`config.mk`:
```
export PLATFORM = sky130hd
export DESIGN_NAME = fb_fade_pipeline
export DESIGN_NICKNAME = d
export VERILOG_FILES = /design/src/rtl/fb_fade_pipeline.sv
export SDC_FILE = /design/constraint.sdc
export NUM_CORES = 1
export LEC_CHECK = 0
export ABC_CLOCK_PERIOD_IN_PS = 6410
export CORE_AREA = 10 10 155 214
export DETAILED_ROUTE_END_ITERATION = 6
export DIE_AREA = 0 0 165 224
export PLACE_DENSITY = 0.75
export SETUP_SLACK_MARGIN = 0.3
export SYNTH_ARGS = -nofsm -noshare
export SYNTH_HDL_FRONTEND = slang
export SYNTH_SLANG_ARGS = --single-unit
export TNS_END_PERCENT = 100
```
`constraint.sdc`:
```
create_clock -name clk -period 6.41 [get_ports clk]
set_clock_uncertainty 0.2 [all_clocks]
set_input_delay 1.282 -clock clk [delete_from_list [all_inputs] [get_ports clk]]
set_output_delay 1.282 -clock clk [all_outputs]
set_load 0.01 [all_outputs]
```
`src/rtl/fb_fade_pipeline.sv`:
```
// fb_fade_pipeline: fade engine between the frame-buffer pixel stream and
// the frame-buffer writer. Qualifying pixels (visible, valid, age != 0)
// pass through a 2-stage age/colour pipeline and are queued as write-back
// requests in a first-word-fall-through FIFO with overflow accounting.
module fb_fade_pipeline #(
    parameter int PIXEL_BITS      = 12,
    parameter int AGE_BITS        = 4,
    parameter int ADDR_WIDTH      = 20,
    parameter int FIFO_ADDR_SIZE  = 3,
    parameter int ALMOST_FULL_BUF = 2,
    parameter int DROP_BITS       = 16
) (
    input  logic                           clk,
    input  logic                           reset,
    input  logic                           in_valid,
    input  logic                           in_visible,
    input  logic [ADDR_WIDTH-1:0]          in_addr,
    input  logic [AGE_BITS+PIXEL_BITS-1:0] in_data,
    input  logic [1:0]                     fade_mode,
    input  logic [AGE_BITS-1:0]            step_age,
    output logic                           out_valid,
    input  logic                           out_ready,
    output logic [ADDR_WIDTH-1:0]          out_addr,
    output logic [AGE_BITS+PIXEL_BITS-1:0] out_data,
    output logic                           almost_full,
    output logic [DROP_BITS-1:0]           drop_count,
    input  logic                           drop_clear
);

    localparam int COLOR_BITS = PIXEL_BITS / 3;
    localparam int DATA_BITS  = AGE_BITS + PIXEL_BITS;
    localparam int DEPTH      = 1 << FIFO_ADDR_SIZE;
    localparam int CNT_BITS   = FIFO_ADDR_SIZE + 1;

    localparam logic [CNT_BITS-1:0]       DEPTH_C  = CNT_BITS'(DEPTH);
    localparam logic [CNT_BITS-1:0]       AF_LIMIT = CNT_BITS'(ALMOST_FULL_BUF);
    localparam logic [CNT_BITS-1:0]       CNT_ONE  = CNT_BITS'(1);
    localparam logic [FIFO_ADDR_SIZE-1:0] PTR_ONE  = FIFO_ADDR_SIZE'(1);
    localparam logic [AGE_BITS-1:0]       AGE_ONE  = AGE_BITS'(1);
    localparam logic [DROP_BITS-1:0]      DROP_ONE = DROP_BITS'(1);
    localparam logic [DROP_BITS-1:0]      DROP_MAX = {DROP_BITS{1'b1}};

    // Halve every colour channel independently (logical shift, zero fill)
    function automatic logic [PIXEL_BITS-1:0] halve_color(input logic [PIXEL_BITS-1:0] c);
        logic [PIXEL_BITS-1:0] r;
        r = {PIXEL_BITS{1'b0}};
        for (int k = 0; k < 3; k++) begin
            r[k*COLOR_BITS +: COLOR_BITS] = {1'b0, c[k*COLOR_BITS+1 +: COLOR_BITS-1]};
        end
        return r;
    endfunction

    // Input qualification
    logic                  req_s;
    logic [AGE_BITS-1:0]   in_age_s;

    // Stage 1
    logic                  s1_valid_q;
    logic [ADDR_WIDTH-1:0] s1_addr_q;
    logic [AGE_BITS-1:0]   s1_age_q;
    logic [PIXEL_BITS-1:0] s1_color_q;
    logic [1:0]            s1_mode_q;
    logic [AGE_BITS-1:0]   s1_step_q;

    // Stage 2
    logic [AGE_BITS-1:0]   s2_age_s;
    logic [PIXEL_BITS-1:0] halved_s;
    logic [PIXEL_BITS-1:0] fade_color_s;
    logic [PIXEL_BITS-1:0] s2_color_s;
    logic                  s2_valid_q;
    logic [ADDR_WIDTH-1:0] s2_addr_q;
    logic [DATA_BITS-1:0]  s2_data_q;

    // FIFO
    logic [ADDR_WIDTH-1:0]     addr_mem_q [DEPTH];
    logic [DATA_BITS-1:0]      data_mem_q [DEPTH];
    logic [FIFO_ADDR_SIZE-1:0] wr_ptr_q, wr_ptr_d;
    logic [FIFO_ADDR_SIZE-1:0] rd_ptr_q, rd_ptr_d;
    logic [CNT_BITS-1:0]       count_q, count_d;
    logic [CNT_BITS-1:0]       free_d;
    logic                      out_valid_q, out_valid_d;
    logic                      af_q, af_d;
    logic                      full_s, pop_s, wr_s, drop_s;
    logic [DROP_BITS-1:0]      drop_q, drop_d;

    assign in_age_s = in_data[DATA_BITS-1 -: AGE_BITS];
    assign req_s    = in_valid && in_visible && (in_age_s != {AGE_BITS{1'b0}});

    // Stage-1 valid bit, flushed by reset
    always_ff @(posedge clk) begin
        if (reset) begin
            s1_valid_q <= 1'b0;
        end else begin
            s1_valid_q <= req_s;
        end
    end

    // Stage-1 payload capture; contents are ignored while the valid bit is low
    always_ff @(posedge clk) begin
        if (req_s) begin
            s1_addr_q  <= in_addr;
            s1_age_q   <= in_age_s;
            s1_color_q <= in_data[PIXEL_BITS-1:0];
            s1_mode_q  <= fade_mode;
            s1_step_q  <= step_age;
        end
    end

    // Next age and faded colour; age is at least 1 here so no underflow
    always_comb begin
        s2_age_s     = s1_age_q - AGE_ONE;
        halved_s     = halve_color(s1_color_q);
        fade_color_s = s1_color_q;
        case (s1_mode_q)
            2'd1: begin
                if (s2_age_s == s1_step_q) begin
                    fade_color_s = halved_s;
                end else begin
                    fade_color_s = s1_color_q;
                end
            end
            2'd2:    fade_color_s = halved_s;
            default: fade_color_s = s1_color_q;
        endcase
        if (s2_age_s == {AGE_BITS{1'b0}}) begin
            s2_color_s = {PIXEL_BITS{1'b0}};
        end else begin
            s2_color_s = fade_color_s;
        end
    end

    // Stage-2 valid bit, flushed by reset
    always_ff @(posedge clk) begin
        if (reset) begin
            s2_valid_q <= 1'b0;
        end else begin
            s2_valid_q <= s1_valid_q;
        end
    end

    // Stage-2 write-request payload
    always_ff @(posedge clk) begin
        if (s1_valid_q) begin
            s2_addr_q <= s1_addr_q;
            s2_data_q <= {s2_age_s, s2_color_s};
        end
    end

    // FIFO control: a full FIFO still accepts a write when the head pops in the same cycle
    always_comb begin
        pop_s  = out_valid_q && out_ready;
        full_s = (count_q == DEPTH_C);
        wr_s   = s2_valid_q && (!full_s || pop_s);
        drop_s = s2_valid_q && full_s && !pop_s;

        if (wr_s) begin
            wr_ptr_d = wr_ptr_q + PTR_ONE;
        end else begin
            wr_ptr_d = wr_ptr_q;
        end

        if (pop_s) begin
            rd_ptr_d = rd_ptr_q + PTR_ONE;
        end else begin
            rd_ptr_d = rd_ptr_q;
        end

        case ({wr_s, pop_s})
            2'b10:   count_d = count_q + CNT_ONE;
            2'b01:   count_d = count_q - CNT_ONE;
            default: count_d = count_q;
        endcase

        free_d      = DEPTH_C - count_d;
        af_d        = (free_d <= AF_LIMIT);
        out_valid_d = (count_d != {CNT_BITS{1'b0}});

        if (drop_clear) begin
            drop_d = {DROP_BITS{1'b0}};
        end else if (drop_s && (drop_q != DROP_MAX)) begin
            drop_d = drop_q + DROP_ONE;
        end else begin
            drop_d = drop_q;
        end
    end

    // FIFO pointers, occupancy, status flags and drop counter
    always_ff @(posedge clk) begin
        if (reset) begin
            wr_ptr_q    <= {FIFO_ADDR_SIZE{1'b0}};
            rd_ptr_q    <= {FIFO_ADDR_SIZE{1'b0}};
            count_q     <= {CNT_BITS{1'b0}};
            out_valid_q <= 1'b0;
            af_q        <= 1'b0;
            drop_q      <= {DROP_BITS{1'b0}};
        end else begin
            wr_ptr_q    <= wr_ptr_d;
            rd_ptr_q    <= rd_ptr_d;
            count_q     <= count_d;
            out_valid_q <= out_valid_d;
            af_q        <= af_d;
            drop_q      <= drop_d;
        end
    end

    // FIFO storage write
    always_ff @(posedge clk) begin
        if (wr_s) begin
            addr_mem_q[wr_ptr_q] <= s2_addr_q;
            data_mem_q[wr_ptr_q] <= s2_data_q;
        end
    end

    assign out_valid   = out_valid_q;
    assign out_addr    = addr_mem_q[rd_ptr_q];
    assign out_data    = data_mem_q[rd_ptr_q];
    assign almost_full = af_q;
    assign drop_count  = drop_q;

endmodule

```
== Word-level counts from Yosys, hierarchy flattened ==
Memory sizes are Yosys's and may differ from the RTL's. A register that Yosys moved wholly into a read port is not among the register bits.
Index checks and enable logic that the tools add are counted.

* Word-level logic and storage cells: 56
* Output and inout port bits: 54
* Input port bits: 48
* Memory bits (writable): 288
* Memories kept: 2
* Register bits: 108

* Multiplexer cells: 9
* Equality and inequality tests: 7
* $add $sub $neg: 7
* Reduce and logical (&&, ||, !) cells: 14
* $lt $le $gt $ge: 1

{| class="wikitable"
|+ Memory list
! name !! depth !! bits a word !! read ports !! clocked after memory_dff !! write ports !! line !! source
|-
| addr_mem_q || 8 || 20 || 1 || 1 || 1 || 75 || <nowiki>logic [ADDR_WIDTH-1:0] addr_mem_q [DEPTH];</nowiki>
|-
| data_mem_q || 8 || 16 || 1 || 1 || 1 || 76 || <nowiki>logic [DATA_BITS-1:0] data_mem_q [DEPTH];</nowiki>
|}

{| class="wikitable"
|+ Operators with widths
! kind !! number
|-
| 12-bit one-hot mux with 2 select lines || 1
|-
| 16-bit by 1-bit adder with 16-bit output (second input constant) || 1
|-
| 16-bit != test (second input constant) || 1
|-
| 12-bit 2-to-1 mux || 1
|-
| 3-bit 2-to-1 mux || 4
|-
| 4-bit one-hot mux with 2 select lines || 1
|-
| 4-bit nonzero test || 2
|-
| 4-bit by 1-bit subtractor with 4-bit output (second input constant) || 2
|-
| 1-bit logical AND || 7
|-
| 3-bit by 1-bit adder with 3-bit output (second input constant) || 2
|-
| 4-bit by 1-bit adder with 4-bit output (second input constant) || 1
|-
| 2-bit by 1-bit == test with 1-bit output (second input constant) || 2
|-
| 2-bit == test (second input constant) || 2
|-
| 4-bit == test || 1
|-
| 4-bit == test (second input constant) || 1
|-
| 4-bit by 2-bit <= comparator with 1-bit output (second input constant) || 1
|-
| 4-bit zero test || 1
|-
| 4-bit subtractor (first input constant) || 1
|-
| 1-bit zero test || 2
|-
| 1-bit 2-to-1 mux || 2
|-
| 2-bit OR reduction || 1
|-
| 1-bit logical OR || 1
|}

== Longest topological paths before layout ==
Gate-level depths: netlist (run 1).

* Word-level depth: 8
* Gate-level depth with buffers: 12
* Gate-level depth less buffers: 12

== Worst setup path after synthesis (run 1) ==
OpenSTA, ideal clock, no wires.

* Path kind: input port to flip-flop
* Start: in out_ready
* End: mem addr_mem_q[2][0], enable pin
* Data arrival time: 5.604 ns
* Required time: 5.678 ns
* Cell stages on the path: 4
* Setup slack: 0.074 ns
* Path buffers: 1
* Path through: and2_1 -> clkbuf_1 -> o21ai_0 -> nor4b_1

* Longest elaborated chain between the ends: 5

{| class="wikitable"
|+ Ends and longest elaborated chain
! what !! line !! source
|-
| from (decl) || 22 || <nowiki>input logic out_ready,</nowiki>
|-
| 1-bit logical AND || 151 || <nowiki>pop_s = out_valid_q && out_ready;</nowiki>
|-
| 1-bit logical OR || 153 || <nowiki>wr_s = s2_valid_q && (!full_s || pop_s);</nowiki>
|-
| 1-bit logical AND || 153 ||
|-
| 1-bit 2-to-1 mux || 208 || <nowiki>if (wr_s) begin</nowiki>
|-
| 1-bit 2-to-1 mux (not written as such) || 209 || <nowiki>addr_mem_q[wr_ptr_q] <= s2_addr_q;</nowiki>
|-
| to (decl) || 75 ||
|}

Every way passes these cells.

==> impl_metrics.yaml, run 1 <==
run_status:
  status: "finished clean"
worst_setup_path:
  worst-endpoint-required_ns: 4.93
  timing.critical_path.arrival_ns: 3.10
  crit_fanout: 41
  end_kind: "output port"
  worst-setup-path-type: "reg -> out"
  reg2reg_depth: 5
  worst_setup_path_start_kind: "flip-flop"
synth:
  netlist_area_before_placement_um2: 15200
  synth_top_family_by_area: "multiplexers"
  synth_top_cells_by_area: "sky130_fd_sc_hd__edfxtp_1 72%, sky130_fd_sc_hd__mux4_2 11%, sky130_fd_sc_hd__dfxtp_1 4.3%"
  synthDistinctLibCells: 48
  syn_inst: 758
  synth.largest_area_cell: "sky130_fd_sc_hd__edfxtp_1"
  mean_instance_size_in_the_synthesized_netlist_um2: 20.1
  synthMuxAreaShare_pct: 13.8
  synth_fa_ha_area_share_pct: 0.821
  ys_ff_latch: 399
  postSynth.topFlopCell: "sky130_fd_sc_hd__edfxtp_1"
  post_synth_and_or_nand_nor_area_fraction_pct: 4.29
  synth_top_cell_area_share_pct: 72.1
  total_number_of_yosys_warnings: 0
  fraction_of_the_yosys_area_taken_by_sequential_cells_pct: 76.5
  synthXorXnorAreaFrac_pct: 1.30
  fraction_of_the_mapped_netlist_area_in_compound_gates_pct: 2.22
  syn-num-nets: 816
  synth_enable_flop_cells: 366
  synthArstFlopShare_pct: 0
timing:
  fin_setup_tns_ns: 0
  hold_viol: 0
  rsz0062_at_grt: "false"
  slew_headroom_pct: 21.2
  timing_max_transition_violations_final: 0
  postLayoutSetupSlackWorst_ns: 1.83
  min_period_over_period_pct: 71.4
  final-setup-viol-count: 0
  tightestPinTransition_ns: 1.18
  fmax_mhz: 218
  final.min_clock_period_ns: 4.58
cts:
  clock_tree.root_cell: "sky130_fd_sc_hd__clkbuf_16"
  post_cts.resized_instances: 0
  tritoncts_clock_tree: "built"
  insertion_delay_ns: 0.53
  clkSlewWorstSetupHoldPaths_ns: 0.06
  clock_path_buffers: 3
  tritoncts_num_sinks: 399
  post-cts-setup-buffer-count: 0
  cts_buffer_count: 37
  htreeDepth: 2
  post_cts_hold_buffer_count: 0
place:
  port-buffer-count: 101
  preCtsSetupSlack_ns: 2.06
  place.gp.congestion: 0.751
  place_hpwl_um: 16300
  dpl_cell_area_um2: 16800
layout:
  nFillCells: 2023
  antenna_cells_inserted: 0
  layout.nets: 933
  layout.cell_area.non_filler_um2: 18000
  flow.area_growth_from_synthesis_pct: 18.2
  post_route_cells_drive_above_1_share_pct: 20.8
  utilization_pct: 61.9
global_route:
  initial_antenna_violation_count: 0
  first_pass_grt_wire_length_um: 44100
  grt_max_degree: 73
  grt_usage_pct: 15.4
  grt_pass1_vias: 7823
  grt_overflow: 0
floorplanning:
  row_count: 74
  initial_core_util_pct: 52.4
  fp.coreArea_um2: 29100
  die_w_um: 165
  dieArea_um2: 37000
  die_height_um: 224
  io_pins: 102
power:
  power.leakage_uw: 0.00562
  vdd_drop_max_mv: 0.203
  power_density_normalized_to_cell_area_nw_per_um2: 321
worst_hold_path:
  worst_hold_path.num_cells: 0
  worst_min_delay_path_category: "reg -> reg"
drt:
  firstDrtPassIters: 5
  dr.first_iter.drc_count: 505
  detailed_route_wl_um: 27900
  antenna_violating_nets_left: 0
  via_per_inst: 5.69
  drc: 0
  average_routed_wire_per_standard_cell_um: 21.8
  via_count: 7296
flow_run:
  maxCapViolations: 0
-- synth_stat cells, types with 10 or more instances --
| master | count |
|---|---|
| sky130_fd_sc_hd__edfxtp_1 | 366 |
| sky130_fd_sc_hd__ha_1 | 10 |
| sky130_fd_sc_hd__dfxtp_1 | 33 |
| sky130_fd_sc_hd__nand2_1 | 19 |
| sky130_fd_sc_hd__nor2_1 | 24 |
| sky130_fd_sc_hd__nor3_1 | 11 |
| sky130_fd_sc_hd__xor2_1 | 10 |
| sky130_fd_sc_hd__mux4_2 | 72 |
| sky130_fd_sc_hd__clkbuf_1 | 20 |
| sky130_fd_sc_hd__mux2_2 | 36 |
| sky130_fd_sc_hd__nor2b_1 | 11 |
| sky130_fd_sc_hd__xnor2_1 | 10 |
| sky130_fd_sc_hd__a21oi_1 | 11 |
-- layout make-up --
class	instances	area [um^2]	share of cell area, %
clock inverters	13	171	0.952
multi-input cells	317	3480	19.3
repair buffers	111	1140	6.31
flip-flops and latches	399	11700	64.8
clock buffers	54	1040	5.79
well taps	380	475	2.64
inverters	9	33.8	0.188
-- sequential cells by signal, indices dropped and copies added, names as in the netlist, 2 cells and up, named ones only --
register and count:
rd_ptr_q 3, s1_age_q 4, drop_count 16, s1_step_q 4, wr_ptr_q 3, s1_mode_q 2
s1_addr_q 20, s2_addr_q 20, s1_color_q 12, addr_mem_q 160, s2_data_q 16, count_q 4
data_mem_q 128
-- placed cells by master (no fill, tap or decap), types with 4 or more instances in the layout --
cell type / count
sky130_fd_sc_hd__edfxtp_1: 366
sky130_fd_sc_hd__clkdlybuf4s50_1: 101
sky130_fd_sc_hd__mux4_2: 72
sky130_fd_sc_hd__clkbuf_16: 39
sky130_fd_sc_hd__mux2_2: 36
sky130_fd_sc_hd__dfxtp_1: 29
sky130_fd_sc_hd__nor2_1: 22
sky130_fd_sc_hd__nand2_1: 19
sky130_fd_sc_hd__clkbuf_1: 14
sky130_fd_sc_hd__nor2b_1: 11
sky130_fd_sc_hd__a21oi_1: 11
sky130_fd_sc_hd__xor2_1: 10
sky130_fd_sc_hd__xnor2_1: 10
sky130_fd_sc_hd__ha_1: 10
sky130_fd_sc_hd__inv_1: 9
sky130_fd_sc_hd__o22ai_1: 9
sky130_fd_sc_hd__nor3_1: 8
sky130_fd_sc_hd__mux2i_1: 8
sky130_fd_sc_hd__nand3_1: 7
sky130_fd_sc_hd__a22oi_1: 7
sky130_fd_sc_hd__nand4_1: 6
sky130_fd_sc_hd__and3_1: 6
sky130_fd_sc_hd__buf_4: 6
sky130_fd_sc_hd__nand3b_1: 5
sky130_fd_sc_hd__or3_1: 5
sky130_fd_sc_hd__or2_2: 4
sky130_fd_sc_hd__o21ai_0: 4
sky130_fd_sc_hd__bufinv_16: 4
sky130_fd_sc_hd__buf_12: 4
-- worst max-delay path, stage by stage, from the launching register on --
cell	delay, ns
sky130_fd_sc_hd__dfxtp_4	0.78
sky130_fd_sc_hd__buf_12	0.40
sky130_fd_sc_hd__mux4_2	0.54
sky130_fd_sc_hd__mux2_2	0.32
sky130_fd_sc_hd__clkdlybuf4s50_1	0.50
-- report_power, final --
part	switching (uW)	internal [uW]
sequential	98.8	2900
combinational	226	352
clock	895	1300
-- stage by stage --
stage / power, uW / hold slack, ns / cells
3_3_place_gp: 3640 / 0.203 / 1216
3_5_place_dp: 3650 / 0.205 / 1216
5_1_grt: 5990 / 0.220 / 1283
6_report: 5770 / 0.214 / 1283
2_1_floorplan: 3410 / 0.200 / 758
4_1_cts: 5840 / 0.216 / 1283
-- final timing paths --
kind | start | to | slack (ns)
worst max-delay path | flip-flop | out_addr[16] | 1.83
worst min-delay path | s1_addr_q[9]$_DFFE_PP_ | s2_addr_q[9]$_DFFE_PP_ | 0.21
worst max register to register | out_valid$_SDFF_PP0_ | data_mem_q[6][0]$_DFFE_PP_ | 3.49
worst min register to register | s1_addr_q[9]$_DFFE_PP_ | s2_addr_q[9]$_DFFE_PP_ | 0.21
-- metal layers --
| metal | vias to the layer above | routed length (um) | track usage (%) |
|---|---|---|---|
| met4 | 0 | 744 | 5.47 |
| li1 | 3308 | - | - |
| met3 | 45 | 1640 | 3.58 |
| met1 | 3761 | 10700 | 18.3 |
| met5 | - | 0 | 0 |
| met2 | 182 | 14800 | 26.8 |
-- logic make-up (layout without fill, tap and decap cells) --
kind of cell               Yosys count  in the layout
DFF                                399            399
muxes                              116            116
AOI/OAI and AO/OA                   51             51
and+or+nand+nor                    119            119
xor gates and xnor gates            21             21
adders and majority gates           10             10
buffers and inverters               42            187
Power figures use the tool's default switching activity.
==> run 2: changes to the inputs <==
--- a/config.mk
+++ b/config.mk
@@ -5,11 +5,11 @@
 export SDC_FILE = /design/constraint.sdc
 export NUM_CORES = 1
 export LEC_CHECK = 0
-export ABC_CLOCK_PERIOD_IN_PS = 6410
-export CORE_AREA = 10 10 155 214
+export ABC_CLOCK_PERIOD_IN_PS = 4470
+export CORE_AREA = 10 10 152 210
 export DETAILED_ROUTE_END_ITERATION = 6
-export DIE_AREA = 0 0 165 224
-export PLACE_DENSITY = 0.75
+export DIE_AREA = 0 0 162 220
+export PLACE_DENSITY = 0.74
 export SETUP_SLACK_MARGIN = 0.3
 export SYNTH_ARGS = -nofsm -noshare
 export SYNTH_HDL_FRONTEND = slang
==> constraint.sdc (replaced) <==
create_clock -name clk -period 4.47 [get_ports clk]
set_clock_uncertainty 0.2 [all_clocks]
set_input_delay 0.894 -clock clk [delete_from_list [all_inputs] [get_ports clk]]
set_output_delay 0.894 -clock clk [all_outputs]
set_load 0.01 [all_outputs]
==> run 2 against run 1 <==
- via count increased by 0.19%
- count of clock-buffer cells in the layout fell by 8
- die area fell by 3.6%
- final cell count rose by 0.55%
- critical path type unchanged
- setup slack lost 1.3 ns
- register-to-register slack worse by 2.0 ns
==> impl_metrics.yaml, run 2 (synthesized netlist as in run 1, its figures left out) <==
worst_setup_path:
  critical-path-slowest-cell: "sky130_fd_sc_hd__dfxtp_4"
  end_kind: "output port"
  worst-setup-path-type: "reg -> out"
  timing.critical_path.arrival_ns: 2.86
  crit_fanout: 33
  worst_setup_path_start_kind: "flip-flop"
  worst_path_dominant_cell_family: "multiplexers"
  cp_slowest_stage_delay_ns: 0.66
  worst-endpoint-required_ns: 3.38
  crit_buf_inv: 2
  timing.critical_path.cells: "buf_12, mux4_2, mux2_2, clkdlybuf4s50_1"
place:
  preCtsSetupSlack_ns: 0.911
  dp_cells: 1220
  place.gp.congestion: 0.773
  port-buffer-count: 101
  place_hpwl_um: 16700
timing:
  tightestPinTransition_ns: 1.03
  hold_viol: 0
  timing_max_transition_violations_final: 0
  final-setup-viol-count: 0
  post_route_worst_hold_slack_ns: 0.214
  fin_setup_tns_ns: 0
  slew_headroom_pct: 30.4
  rsz0062_at_grt: "false"
  min_period_over_period_pct: 88.5
  postLayoutSetupSlackWorst_ns: 0.515
  fmax_mhz: 253
  final.min_clock_period_ns: 3.95
cts:
  clkSlewWorstSetupHoldPaths_ns: 0.06
  clock_tree.root_cell: "sky130_fd_sc_hd__clkbuf_16"
  cts_buffer_count: 38
  post-cts-setup-buffer-count: 0
  tritoncts_clock_tree: "built"
  tritoncts_num_sinks: 399
  htreeDepth: 2
  clock_path_buffers: 3
  post_cts.resized_instances: 0
  post_cts_hold_buffer_count: 0
  insertion_delay_ns: 0.52
power:
  fin_total_pwr_uw: 8420
  vdd_drop_max_mv: 0.321
  power.leakage_uw: 0.00570
  power_density_normalized_to_cell_area_nw_per_um2: 463
global_route:
  grt_overflow: 0
  first_pass_grt_wire_length_um: 44800
  grt_usage_pct: 16.1
  grt_max_degree: 43
  initial_antenna_violation_count: 0
  grt_pass1_vias: 7959
drt:
  antenna_violating_nets_left: 0
  drc: 0
  firstDrtPassIters: 4
  dr.first_iter.drc_count: 450
  average_routed_wire_per_standard_cell_um: 21.7
  detailed_route_wl_um: 27900
  via_count: 7310
  via_per_inst: 5.67
floorplanning:
  die_w_um: 162
  die_height_um: 220
  dieArea_um2: 35600
  fp.coreArea_um2: 28100
  initial_core_util_pct: 54.2
  io_pins: 102
  row_count: 73
layout:
  layout_commonest_cell: "sky130_fd_sc_hd__edfxtp_1"
  antenna_cells_inserted: 0
  layout.nets: 943
  largest_register: "addr_mem_q"
  layout_common_cells: "366 x sky130_fd_sc_hd__edfxtp_1, 101 x sky130_fd_sc_hd__clkdlybuf4s50_1, 72 x sky130_fd_sc_hd__mux4_2"
  largest_reg_flops: 160
  nFillCells: 1945
  top_regs: "addr_mem_q (160), data_mem_q (128)"
  layout.cells.non_filler: 1290
  post_route_cells_drive_above_1_share_pct: 22.6
  flow.area_growth_from_synthesis_pct: 19.3
run_status:
  status: "finished clean"
flow_run:
  maxCapViolations: 0
worst_hold_path:
  worst_min_delay_path_category: "reg -> reg"
[run 2: path summary, 6_finish.rpt]
path | depth (start not counted) | startpoint | end | slack [ns]
max | 4 | flip-flop | out_addr[5] | 0.52
min | 0 | s1_addr_q[2]$_DFFE_PP_ | s2_addr_q[2]$_DFFE_PP_ | 0.21
max reg2reg | 7 | s1_age_q[0]$_DFFE_PP_ | s2_data_q[5]$_SDFFCE_PN0P_ | 1.54
min reg2reg | 0 | s1_addr_q[2]$_DFFE_PP_ | s2_addr_q[2]$_DFFE_PP_ | 0.21
[run 2: worst register-to-register path, stage by stage (launching register included)]
cell                       delay (ns)
sky130_fd_sc_hd__edfxtp_1        0.48
sky130_fd_sc_hd__inv_1           0.12
sky130_fd_sc_hd__ha_1            0.21
sky130_fd_sc_hd__xor2_1          0.22
sky130_fd_sc_hd__xnor2_1         0.14
sky130_fd_sc_hd__nand4_1         0.55
sky130_fd_sc_hd__nor3b_1         0.37
sky130_fd_sc_hd__or3_1           0.38
[run 2: area by class of cell]
| type | instances | area [um^2] | share of cell area (%) |
|---|---|---|---|
| Tap cell | 375 | 469 | 2.58 |
| Clock buffer | 46 | 1050 | 5.80 |
| Inverter | 9 | 33.8 | 0.186 |
| Multi-Input combinational cell | 317 | 3520 | 19.4 |
| Clock inverter | 24 | 245 | 1.35 |
| Timing Repair Buffer | 120 | 1190 | 6.55 |
| Sequential cell | 399 | 11700 | 64.2 |
[run 2: metal layers]
layer	routed length [um]	share of wire, %	up-vias	global-route usage, %
met2	14700	52	190	28.1
met5	0	0	-	0
met4	693	2.5	0	5.44
met1	11100	40	3738	19.4
li1	-	-	3330	-
met3	1520	5.4	52	3.62
[run 2: stage by stage]
stage	instance area, um^2	utilization (%)
after floorplan	15300	-
after global placement	16900	60.0
after detailed placement	16900	60.0
after CTS	18200	64.6
after global routing	18200	64.6
final	18200	64.6
[run 2: power breakdown]
| part | switching [uW] | internal, uW |
|---|---|---|
| sequential | 115 | 4160 |
| clock | 1350 | 1930 |
| combinational | 353 | 516 |
| total | 1810 | 6610 |
==> run 3: changes to the inputs <==
--- a/config.mk
+++ b/config.mk
@@ -6,10 +6,9 @@
 export NUM_CORES = 1
 export LEC_CHECK = 0
 export ABC_CLOCK_PERIOD_IN_PS = 4470
-export CORE_AREA = 10 10 152 210
+export CORE_AREA = 10 10 220 306
 export DETAILED_ROUTE_END_ITERATION = 6
-export DIE_AREA = 0 0 162 220
-export PLACE_DENSITY = 0.74
+export DIE_AREA = 0 0 230 316
 export SETUP_SLACK_MARGIN = 0.3
 export SYNTH_ARGS = -nofsm -noshare
 export SYNTH_HDL_FRONTEND = slang
==> run 3 against run 2 <==
- combinational power rose by 6.9%
- die area rose by 100%
- worst hold slack improved by 0.0040 ns
- via count rose by 0.42%
- first-iteration DRC count rose by 0.22%
- clock power fell by 4%
- design area rose by 3.1%
- count of clock-buffer cells in the layout fell by 2
- sequential share of layout area fell by 1.9 points
==> impl_metrics.yaml, run 3 (synthesized netlist as in run 1, its figures left out) <==
worst_setup_path:
  critical_path.reg2reg.endpoint: "s2_data_q[5]$_SDFFCE_PN0P_"
  timing.critical_path.arrival_ns: 2.73
  end_kind: "output port"
  worst-endpoint-required_ns: 3.38
  reg2reg_depth: 7
  crit_buf_inv: 2
  critical-path-slowest-cell: "sky130_fd_sc_hd__dfxtp_4"
  worst_setup_path_start_kind: "flip-flop"
  r2r-start: "s1_age_q[0]$_DFFE_PP_"
  timing.critical_path.cells: "buf_4, mux4_2, mux2_2, clkdlybuf4s50_1"
  worst-setup-path-type: "reg -> out"
  cp_slowest_stage_delay_ns: 0.63
  r2r_setup_slack_ns: 1.48
  crit_fanout: 28
  worst_path_dominant_cell_family: "buffers and inverters"
drt:
  drc: 0
  firstDrtPassIters: 4
  average_routed_wire_per_standard_cell_um: 18.7
  via_count: 7341
  dr.first_iter.drc_count: 451
  antenna_violating_nets_left: 0
  via_per_inst: 4.20
  detailed_route_wl_um: 32600
floorplanning:
  die_w_um: 230
  fp.coreArea_um2: 61600
  io_pins: 102
  dieArea_um2: 72700
  die_height_um: 316
  initial_core_util_pct: 24.7
  row_count: 108
power:
  power.leakage_uw: 0.00570
  vdd_drop_max_mv: 0.229
  power_density_normalized_to_cell_area_nw_per_um2: 446
cts:
  cts_buffer_count: 38
  insertion_delay_ns: 0.53
  post_cts_hold_buffer_count: 0
  htreeDepth: 2
  clock_tree.root_cell: "sky130_fd_sc_hd__clkbuf_16"
  clkSlewWorstSetupHoldPaths_ns: 0.06
  clock_path_buffers: 3
  tritoncts_clock_tree: "built"
  tritoncts_num_sinks: 399
global_route:
  grt_max_degree: 43
  grt_usage_pct: 8.84
  grt_pass1_vias: 7991
  initial_antenna_violation_count: 1
  first_pass_grt_wire_length_um: 49600
  grt_overflow: 0
layout:
  regArea_um2: 11700
  layout.nets: 949
  post_route_cells_drive_above_1_share_pct: 22.9
  layout_common_cells: "366 x sky130_fd_sc_hd__edfxtp_1, 101 x sky130_fd_sc_hd__clkdlybuf4s50_1, 72 x sky130_fd_sc_hd__mux4_2"
  nFillCells: 6053
  largest_reg_flops: 160
  antenna_cells_inserted: 0
  multi_input_area_um2: 3520
  top_regs: "addr_mem_q (160), data_mem_q (128)"
  largest_register: "addr_mem_q"
  flow.area_growth_from_synthesis_pct: 23.1
  layout_commonest_cell: "sky130_fd_sc_hd__edfxtp_1"
run_status:
  status: "finished clean"
timing:
  tightestPinTransition_ns: 1.13
  rsz0062_at_grt: "false"
  final-setup-viol-count: 0
  fmax_mhz: 261
  timing_max_transition_violations_final: 0
  hold_viol: 0
  min_period_over_period_pct: 85.6
  fin_setup_tns_ns: 0
  final.min_clock_period_ns: 3.83
  slew_headroom_pct: 24.9
  post_route_worst_hold_slack_ns: 0.218
place:
  place_hpwl_um: 20800
  port-buffer-count: 101
  place.gp.congestion: 0.726
flow_run:
  maxCapViolations: 0
worst_hold_path:
  holdPathEnd: "s2_addr_q[18]$_DFFE_PP_"
  timing.hold.worst.start: "s1_addr_q[18]$_DFFE_PP_"
  worst_hold_path.num_cells: 0
  worst_min_delay_path_category: "reg -> reg"
==> run 3: cell count changes in the layout (fill, tap and decap cells not counted), sizes merged <==
| cell | before | now |
|---|---|---|
| clkinv | 14 | 19 |
| buf | 19 | 25 |
| clkinvlp | 4 | 3 |
| bufinv | 4 | 2 |
| clkbuf | 46 | 44 |
==> run 3: metrics by stage <==
stage | area, um^2 | std cells | utilization (%) | power (uW) | setup slack, ns
6_report | 18700 | 1746 | 30.4 | 8350 | 0.643
5_1_grt | 18700 | 1746 | 30.4 | 8690 | 0.524
4_1_cts | 18700 | 1745 | 30.4 | 8470 | 0.361
3_5_place_dp | 17500 | 1675 | 28.4 | 5300 | 0.837
3_3_place_gp | 17500 | 1675 | 28.4 | 5290 | 0.898
2_1_floorplan | 15300 | 758 | - | 4900 | 0.254
==> run 3: where the power goes <==
group          internal (uW)  switching [uW]  leakage, uW
sequential              4160             116      0.00357
combinational            536             393      0.00154
clock                   1750            1390     0.000592
==> run 3: final cells by class <==
type / count / share of cell area [%]
clock buffers: 44 / 5.36
repair buffers: 126 / 6.79
clock inverters: 26 / 1.17
well taps: 825 / 5.51
multi-input cells: 317 / 18.8
flip-flops and latches: 399 / 62.2
inverters: 9 / 0.180
==> run 3: timing repair <==
action	CTS	global route
endpoints found under the setup margin	0	4
buffers inserted	0	1
gates resized for setup	0	0
==> run 3: worst max-delay path by stage <==
stage / to / slack [ns] / cells past startpoint
6_report: out_data[1] / 0.64 / 4
5_1_grt: out_addr[17] / 0.52 / 4
4_1_cts: out_addr[17] / 0.36 / 4
3_5_place_dp: data_mem_q[7][1]$_DFFE_PP_ / 0.84 / 6
3_3_place_gp: data_mem_q[7][1]$_DFFE_PP_ / 0.90 / 6
2_1_floorplan: addr_mem_q[2][0]$_DFFE_PP_ / 0.25 / 4
==> run 3: per-layer routing <==
metal,up-vias,routed length (um),GRT usage [%]
met3,42,1210,1.75
li1,3341,-,-
met1,3811,13800,10.6
met5,-,13,0
met2,145,16900,15.5
met4,2,698,3.12
